==> src/rtl/uart_tx.sv <==
// UART transmitter: start bit, DATA_WIDTH data bits LSB first, optional parity, one stop bit.
// Parity generation is compiled in only when UART_TX_PARITY_EN is defined.
module uart_tx #(
  parameter int DATA_WIDTH = 8
) (
  input  logic                  CLK,
  input  logic                  RST,
  input  logic [DATA_WIDTH-1:0] P_DATA,
  input  logic                  data_valid,
  input  logic                  parity_enable,
  input  logic                  parity_type,
  input  logic [5:0]            Prescale,
  output logic                  TX_OUT,
  output logic                  busy
);

  localparam int BW = (DATA_WIDTH > 1) ? $clog2(DATA_WIDTH) : 1;
  localparam logic [BW-1:0] LAST_BIT = BW'(DATA_WIDTH - 1);

  typedef enum logic [2:0] {
    IDLE,
    START,
    DATA,
`ifdef UART_TX_PARITY_EN
    PARITY,
`endif
    STOP
  } state_t;

  state_t                state_q, state_d;
  logic [5:0]            cnt_q, cnt_d;
  logic [BW-1:0]         bit_q, bit_d;
  logic [DATA_WIDTH-1:0] shift_q, shift_d;
  logic [5:0]            presc_q, presc_d;
  logic                  tx_q, tx_d;
  logic                  busy_q, busy_d;
  logic                  lastEdge;
`ifdef UART_TX_PARITY_EN
  logic                  parEn_q, parEn_d;
  logic                  par_q, par_d;
`endif

  always_ff @(posedge CLK) begin
    if (RST) begin
      state_q <= IDLE;
      cnt_q   <= '0;
      bit_q   <= '0;
      shift_q <= '0;
      presc_q <= '0;
      tx_q    <= 1'b1;
      busy_q  <= 1'b0;
`ifdef UART_TX_PARITY_EN
      parEn_q <= 1'b0;
      par_q   <= 1'b0;
`endif
    end else begin
      state_q <= state_d;
      cnt_q   <= cnt_d;
      bit_q   <= bit_d;
      shift_q <= shift_d;
      presc_q <= presc_d;
      tx_q    <= tx_d;
      busy_q  <= busy_d;
`ifdef UART_TX_PARITY_EN
      parEn_q <= parEn_d;
      par_q   <= par_d;
`endif
    end
  end

  // TX_OUT is registered, so each transition computes the level of the bit being entered.
  always_comb begin
    state_d  = state_q;
    cnt_d    = cnt_q;
    bit_d    = bit_q;
    shift_d  = shift_q;
    presc_d  = presc_q;
    tx_d     = tx_q;
    busy_d   = busy_q;
`ifdef UART_TX_PARITY_EN
    parEn_d  = parEn_q;
    par_d    = par_q;
`endif
    lastEdge = (cnt_q == presc_q - 6'd1);

    case (state_q)
      IDLE: begin
        tx_d   = 1'b1;
        busy_d = 1'b0;
        if (data_valid) begin
          shift_d = P_DATA;
          presc_d = (Prescale == 6'd0) ? 6'd1 : Prescale;
`ifdef UART_TX_PARITY_EN
          parEn_d = parity_enable;
          par_d   = (^P_DATA) ^ parity_type;
`endif
          cnt_d   = '0;
          bit_d   = '0;
          state_d = START;
          tx_d    = 1'b0;
          busy_d  = 1'b1;
        end
      end

      START: begin
        if (lastEdge) begin
          cnt_d   = '0;
          state_d = DATA;
          tx_d    = shift_q[0];
        end else begin
          cnt_d = cnt_q + 6'd1;
        end
      end

      DATA: begin
        if (lastEdge) begin
          cnt_d = '0;
          if (bit_q == LAST_BIT) begin
`ifdef UART_TX_PARITY_EN
            if (parEn_q) begin
              state_d = PARITY;
              tx_d    = par_q;
            end else begin
              state_d = STOP;
              tx_d    = 1'b1;
            end
`else
            state_d = STOP;
            tx_d    = 1'b1;
`endif
          end else begin
            bit_d   = bit_q + BW'(1);
            shift_d = shift_q >> 1;
            tx_d    = shift_d[0];
          end
        end else begin
          cnt_d = cnt_q + 6'd1;
        end
      end

`ifdef UART_TX_PARITY_EN
      PARITY: begin
        if (lastEdge) begin
          cnt_d   = '0;
          state_d = STOP;
          tx_d    = 1'b1;
        end else begin
          cnt_d = cnt_q + 6'd1;
        end
      end
`endif

      STOP: begin
        if (lastEdge) begin
          cnt_d   = '0;
          state_d = IDLE;
          tx_d    = 1'b1;
          busy_d  = 1'b0;
        end else begin
          cnt_d = cnt_q + 6'd1;
        end
      end

      default: begin
        state_d = IDLE;
        tx_d    = 1'b1;
        busy_d  = 1'b0;
      end
    endcase
  end

  assign TX_OUT = tx_q;
  assign busy   = busy_q;

endmodule

==> config.mk <==
export PLATFORM = sky130hd
export DESIGN_NAME = uart_tx
export DESIGN_NICKNAME = d
export VERILOG_FILES = /design/src/rtl/uart_tx.sv
export SDC_FILE = /design/constraint.sdc
export NUM_CORES = 1
export LEC_CHECK = 0
export CORE_MARGIN = 2
export CORE_UTILIZATION = 45
export DETAILED_ROUTE_END_ITERATION = 7
export DONT_BUFFER_PORTS = 1
export PLACE_DENSITY = 0.66
export SYNTH_ARGS = -nofsm -noshare
export SYNTH_HDL_FRONTEND = slang
export SYNTH_SLANG_ARGS = --single-unit
==> constraint.sdc <==
create_clock -name CLK -period 2.6 [get_ports CLK]
set_clock_uncertainty 0.2 [all_clocks]
set_input_delay 0.65 -clock CLK [delete_from_list [all_inputs] [get_ports CLK]]
set_output_delay 0.65 -clock CLK [all_outputs]
set_load 0.01 [all_outputs]
==> results of run 1 <==
cells by family (layout without fill, tap and decap cells):
family | Yosys count | after routing
buffers and inverters | 11 | 19
and+or+nand+nor | 59 | 59
adders and majority gates | 10 | 10
muxes | 17 | 17
xor gates and xnor gates | 7 | 7
DFF | 27 | 27
AOI/OAI and AO/OA | 41 | 41
sequential cells by signal, summed over array words and instances, names as in the netlist:
signal,cells
shift_q,8
state_q,2
cnt_q,6
presc_q,6
bit_q,3
TX_OUT,1
busy,1
layout make-up:
cell class	count	area, µm²
timing repair buffer	10	82.58
multi-input combinational	134	992.2
clock buffer	3	22.52
sequential	27	541.8
fill	337	1617
inverter	5	18.77
tap	46	57.56
clock inverter	1	5.005
synthesized netlist by cell type (all sizes together), types with 5 or more instances:
cell type / number
a21oi: 10
mux2i: 9
mux2: 8
ha: 10
dfxtp: 27
nor2b: 5
nand2b: 5
inv: 5
nand2: 14
o21ai: 7
nor2: 20
a31oi: 5
worst register-to-register path, delay by kind of cell (launching register included):
kind,cells,cell delay (ns)
simple gates,3,1.04
compound gates,2,0.40
flops,1,0.35
mux,1,0.25
buf+inv,1,0.20
how the worst max path moves through the flow:
stage / startpoint / to / slack [ns] / depth (start not counted)
finish: presc_q[0] / bit_q[0] / 0.09 / 7
global route: presc_q[0] / shift_q[1] / -0.02 / 8
CTS: presc_q[0] / bit_q[0] / 0.04 / 8
detailed placement: presc_q[0] / bit_q[2] / 0.07 / 8
global placement: presc_q[0] / shift_q[7] / 0.09 / 8
floorplan: presc_q[0] / bit_q[0] / -0.17 / 6
through the flow:
stage / hold slack [ns] / instance area, µm²
2_1_floorplan: 0.2435 / 1563
3_3_place_gp: 0.2597 / 1672
3_5_place_dp: 0.2650 / 1672
4_1_cts: 0.1541 / 1699
5_1_grt: 0.1401 / 1720
6_report: 0.1607 / 1720
timing repair:
item,CTS,global route
resized for setup,0,6
endpoints found under the hold margin,0,0
setup endpoints to repair,0,14
per-layer routing:
metal	part of all wire [%]	global-route usage, %	wire length [µm]
met1	46	21.25	1388
met2	49	27.26	1457
met3	3.3	1.982	98
met4	1.5	7.222	44
met5	0	0	0
power by group:
part           switching [mW]  internal, mW
logic                   0.472         0.448
clock network           0.129        0.0578
registers              0.0906         0.518
==> impl_results.md, run 1 <==
* Status: complete, no violations
* Commonest non-fill, non-tap cell in the layout: dfxtp_1
* Slew @ Worst Pin at about 0.32 ns
* F_max at approximately 400 MHz
* Core area at approximately 3300 µm²
* Layout cells sized above 1 at 17.78%
* #FFs+latches synth at 27
* Worst hold endpoint: shift_q[3]
* CTS H-Tree Depth at 1
* Synth area leaders: dfxtp_1 35%, ha_1 8.0%, mux2i_1 5.8%
* Hpwl dp at ~2300 µm
* Fin crit share at a little over nine tenths
* Dpl cells at 222
* Power Dens Cells at between 900 and 1000 nW/µm²
* Die area at roughly 4000 µm²
* Antenna cells at 0
* Max-slew violations at 0
* Layout Nets at 210
* Total wire length at between 2000 and 3000 µm
* Mapped Avg Cell Area at a little over 9 µm²
* Gpl congestion at about 0.78
* Synth Area in XOR/XNOR at 3.926%
* R2R Setup Slk at 0.09 ns
* First-pass GRT wire length at roughly 5300 µm
* Cell-by-cell trace of the critical path: or3_4, or4_4, a2111oi_4, buf_4, a41oi_4, nor2b_4, mux2_4
* DP Worst Slack at approximately 0.073 ns
* Largest family of logic cells by synthesized area: compound AO/OA/AOI/OAI gates
* Worst path arrival time at about 2.6 ns
* # Post-CTS Setup Buffers at 0
* DRT Pass-1 Iters at 4
* Area delta synth->final at 10.18%
* I/O pin total at 21
* Synth unique cells at between 40 and 50
* Max incr delay on CP at roughly 0.5 ns
* Top cell type's share of synthesized area at roughly a third
* Cells on worst reg2reg path at 7
* Crit Path Category: reg2reg
* Initial antenna violation count at 0
* Overall routing resource usage at between 10% and 20%
* Cell Area, Synth at 1561 µm²
* Largest net degree at the start of global routing at 27
* Vias in the first global route at 1,216
* IO buf count at 0
* Die width at between 60 and 70 µm
* Critical R2R Launch: presc_q[0]
* Clock Sink Count at 27
* Synth Area in Compound Gates at about a fifth
* Top Family by Delay on Critical Path: simple AND/OR/NAND/NOR gates
* Total Neg Setup Slack at 0 ns
* Total congestion overflow at 0
* Mux cell area share after synthesis at between 10% and 20%
* Critical Path End Type: flip-flop
* Tmin final at about 2.5 ns
* Setup violators final at 0
* Std cell rows at 21
* LEAKAGE at approximately 0.68 nW
* Final Util at approximately 52%
* Post-route DRC violation count at 0
* CTS root buf: clkbuf_4
* Worst EP required at 2.64 ns
* TritonCTS clock tree: yes
* Vias at about 1.2k
* Mapped Nets at approximately 200
* Initial Utilization at between 40% and 50%
* Slowest-stage cell, CP: or4_4
* Die height at between 60 and 70 µm
* Final Hold Vio Count at 0
* Total CTS buffers at 3
* Post-synthesis sequential area ratio at about a third
* Rel. slew slack at between 70% and 80%
* Max Cap Violations at 0
* DR iter-0 viols at 25
* Routed Antenna Nets at 0
* Worst vdd ir at about 0.64 mV
* Most frequent cells in the layout: 26 x dfxtp_1, 19 x nor2_1, 13 x nand2_1
* Number of flops mapped to enable cells by yosys at 0
* HP Start: RST
* Routed length per placed instance at roughly 13 µm
* Synth Instances at about 170
* Synth async-reset ratio at 0%
* Buf/Inv on CP at 1
* Simple-gate share of the synthesized area at 19.15%
* Worst min path class: in2reg
* Crit-path max FO at 4
* Ys Warns at 0
* Area leader, netlist: dfxtp_1
* Setup slack of the critical path after layout at 0.09125 ns
* Most common flop cell mapped by yosys: dfxtp_1
* Layout Cells excl Fill at about 230
* Worst Hold Depth at 1
* RSZ-0062 raised after global routing: true
* Clock buffer depth at 2
* Clk Latency, worst-skew pair at 0.33 ns
* RR Endpoint: bit_q[0]
* Startpoint types: flip-flop
* Clock slew at reported path FFs at 0.16 ns
* Total Power at between 1.5 and 2 mW
* Drt via density at between 5 and 6
* Post-synthesis adder-cell area fraction at 8.013%
* CTS hold repair buffers at 0
(Power assumes the default switching activity.)
==> run 2, diff against run 1 <==
--- a/config.mk
+++ b/config.mk
@@ -7,9 +7,11 @@
 export LEC_CHECK = 0
 export CORE_MARGIN = 2
 export CORE_UTILIZATION = 45
+export CTS_CLUSTER_SIZE = 40
 export DETAILED_ROUTE_END_ITERATION = 7
 export DONT_BUFFER_PORTS = 1
 export PLACE_DENSITY = 0.66
+export REMOVE_ABC_BUFFERS = 1
 export SYNTH_ARGS = -nofsm -noshare
 export SYNTH_HDL_FRONTEND = slang
 export SYNTH_SLANG_ARGS = --single-unit
==> run 2 against run 1 <==
Sequential share of layout area is essentially flat. Critical path type unchanged. Highest routed layer unchanged. Die area did not move. Worst hold slack improved by 0.0063 ns. Sequential power barely moved. Register-to-register slack worse by 0.03 ns. Cell count did not move. Critical path depth unchanged. Sequential cell count is the same. Routed wire length grew 3.2%. Non-clock buffer count is the same. First-iteration DRC count up 64%. Via count is 0.40% higher.
==> impl_results.md, run 2 (synthesis results as in run 1) <==
* Status: complete, no violations
* Die height at 62.91 µm (unchanged)
* Crit Path Category: reg2reg
* HP Start: RST
* Worst hold endpoint: shift_q[5]
* Post-route DRC violation count at 0 (unchanged)
* Vias at 1,248 (+0.40%)
* Initial antenna violation count at 0 (unchanged)
* Worst vdd ir at 0.5353 mV (-16%)
* Clock Sink Count at 27 (unchanged)
* Max-slew violations at 0 (unchanged)
* First-pass GRT wire length at 5451 µm (+3.7%)
* Tmin final at 2.540 ns (+0.03125 ns)
* Crit-path max FO at 5 (+1)
* Worst path arrival time at 2.58 ns (+0.03 ns)
* Final Util at 51.52% (about the same)
* DRT Pass-1 Iters at 4 (unchanged)
* CTS root buf: clkbuf_4
* Clk Latency, worst-skew pair at 0.33 ns (about the same)
* Top reg by flops: shift_q
* Drt via density at 5.522 (+0.40%)
* Worst EP required at 2.64 ns (about the same)
* Area delta synth->final at 10.10% (about the same)
* Gpl congestion at 0.7561 (-2.7%)
* Top Family by Delay on Critical Path: simple AND/OR/NAND/NOR gates
* Layout Cells excl Fill at 226 (unchanged)
* CTS H-Tree Depth at 1 (unchanged)
* Layout cells sized above 1 at 17.22% (-0.56 points)
* Critical Path End Type: flip-flop
* RR Endpoint: bit_q[0]
* Rel. slew slack at 71.88% (-6.0 points)
* Slowest-stage cell, CP: or4_4
* Total wire length at 3084 µm (+3.2%)
* Startpoint types: flip-flop
* TritonCTS clock tree: yes
* Std cell rows at 21 (unchanged)
* Layout Nets at 210 (unchanged)
* Slew @ Worst Pin at 0.4202 ns (+0.09610 ns)
* Vias in the first global route at 1,265 (+4.0%)
* Cells on worst reg2reg path at 7 (unchanged)
* Largest regs: shift_q x8, cnt_q x6, presc_q x6
* Setup violators final at 0 (unchanged)
* Worst min path class: in2reg
* Initial Utilization at 46.79% (unchanged)
* Buf/Inv on CP at 1 (unchanged)
* Critical R2R Launch: presc_q[0]
* IO buf count at 0 (unchanged)
* Total congestion overflow at 0 (unchanged)
* Most frequent cells in the layout: 26 x dfxtp_1, 19 x nor2_1, 13 x nand2_1
* DR iter-0 viols at 41 (+64%)
* Antenna cells at 0 (unchanged)
* Routed length per placed instance at 13.65 µm (+3.2%)
* Fin crit share at 97.69% (+1.2 points)
* R2R Setup Slk at 0.06 ns (-0.03 ns)
* Commonest non-fill, non-tap cell in the layout: dfxtp_1
* Dpl cells at 221 (-0.45%)
* Die area at 3957 µm² (unchanged)
* Largest net degree at the start of global routing at 27 (unchanged)
* Clock buffer depth at 2 (unchanged)
* Worst Hold Depth at 1 (unchanged)
* Routed Antenna Nets at 0 (unchanged)
* Die width at 62.91 µm (unchanged)
* Power Dens Cells at 989.0 nW/µm² (-0.83%)
* F_max at 393.7 MHz (-1.2%)
* CTS hold repair buffers at 0 (unchanged)
* Total Power at 1.700 mW (-0.91%)
* Total CTS buffers at 3 (unchanged)
* Overall routing resource usage at 16.89% (+0.49 points)
* Cell-by-cell trace of the critical path: or3_4, or4_4, a2111oi_4, buf_4, a41oi_4, nor2b_4, mux2_4
* Final Hold Vio Count at 0 (unchanged)
* Max reg flops at 8 (unchanged)
* Max Cap Violations at 0 (unchanged)
* Crit path launch: presc_q[0]
* LEAKAGE at 0.6760 nW (about the same)
* Hpwl dp at 2373 µm (+3.7%)
* Max incr delay on CP at 0.50 ns (about the same)
* I/O pin total at 21 (unchanged)
* RSZ-0062 raised after global routing: false
* Core area at 3337 µm² (unchanged)
* Clock slew at reported path FFs at 0.15 ns (about the same)
-- run 2: cell count changes in the layout (fill, tap and decap cells not counted), sizes merged --
| cell | change |
|---|---|
| clkinv | -1 |
| clkinvlp | +1 |
-- run 2: worst max-delay path by stage --
stage / to / slack [ns] / depth (start not counted)
after floorplan: bit_q[0] / -0.23 / 6
after global placement: shift_q[7] / 0.06 / 8
after detailed placement: busy / 0.002 / 7
after CTS: shift_q[7] / -0.008 / 8
after global routing: shift_q[1] / 0.006 / 8
final: bit_q[0] / 0.06 / 7
-- run 2: timing repair --
item / CTS / global route
pin swaps: 1 / 2
resized for setup: 2 / 5
setup endpoints to repair: 3 / 18
endpoints found under the hold margin: 0 / 0
cloned: 0 / 0
setup buffers: 0 / 1
-- run 2: worst reg2reg max path, stage by stage, from the launching register on --
cell,delay (ns)
dfxtp_2,0.34
or3_4,0.38
or4_4,0.50
a2111oi_4,0.30
buf_4,0.21
a41oi_4,0.13
nor2b_4,0.16
mux2_4,0.25
-- run 2: per-stage QoR --
step	setup WS (ns)	setup TNS [ns]	cell area, µm²	hold slack, ns
floorplan	-0.2324	-0.7344	1538	0.2428
global route	0.006247	0	1719	0.1379
detailed placement	0.002429	0	1663	0.2763
CTS	-0.007796	-0.007796	1695	0.1539
finish	0.06000	0	1719	0.1670
global placement	0.05970	0	1663	0.2636
-- run 2: layout make-up --
cell class / count / area [µm²]
Clock buffer: 3 / 22.52
Clock inverter: 1 / 7.507
Fill cell: 326 / 1618
Inverter: 5 / 18.77
Multi-Input combinational cell: 134 / 988.4
Sequential cell: 27 / 541.8
Tap cell: 46 / 57.56
Timing Repair Buffer: 10 / 82.58
-- run 2: power breakdown --
| part | internal [mW] | total, mW | switching, mW |
|---|---|---|---|
| clock network | 0.0588 | 0.183 | 0.124 |
| registers | 0.518 | 0.607 | 0.0889 |
| logic | 0.433 | 0.910 | 0.477 |
-- run 2: layer usage --
metal,track usage (%),vias to the layer above,part of all wire (%)
met5,0,-,0
met1,21.34,590,45
met4,5.000,0,1.1
li1,-,638,-
met3,2.703,4,2.8
met2,29.39,16,51
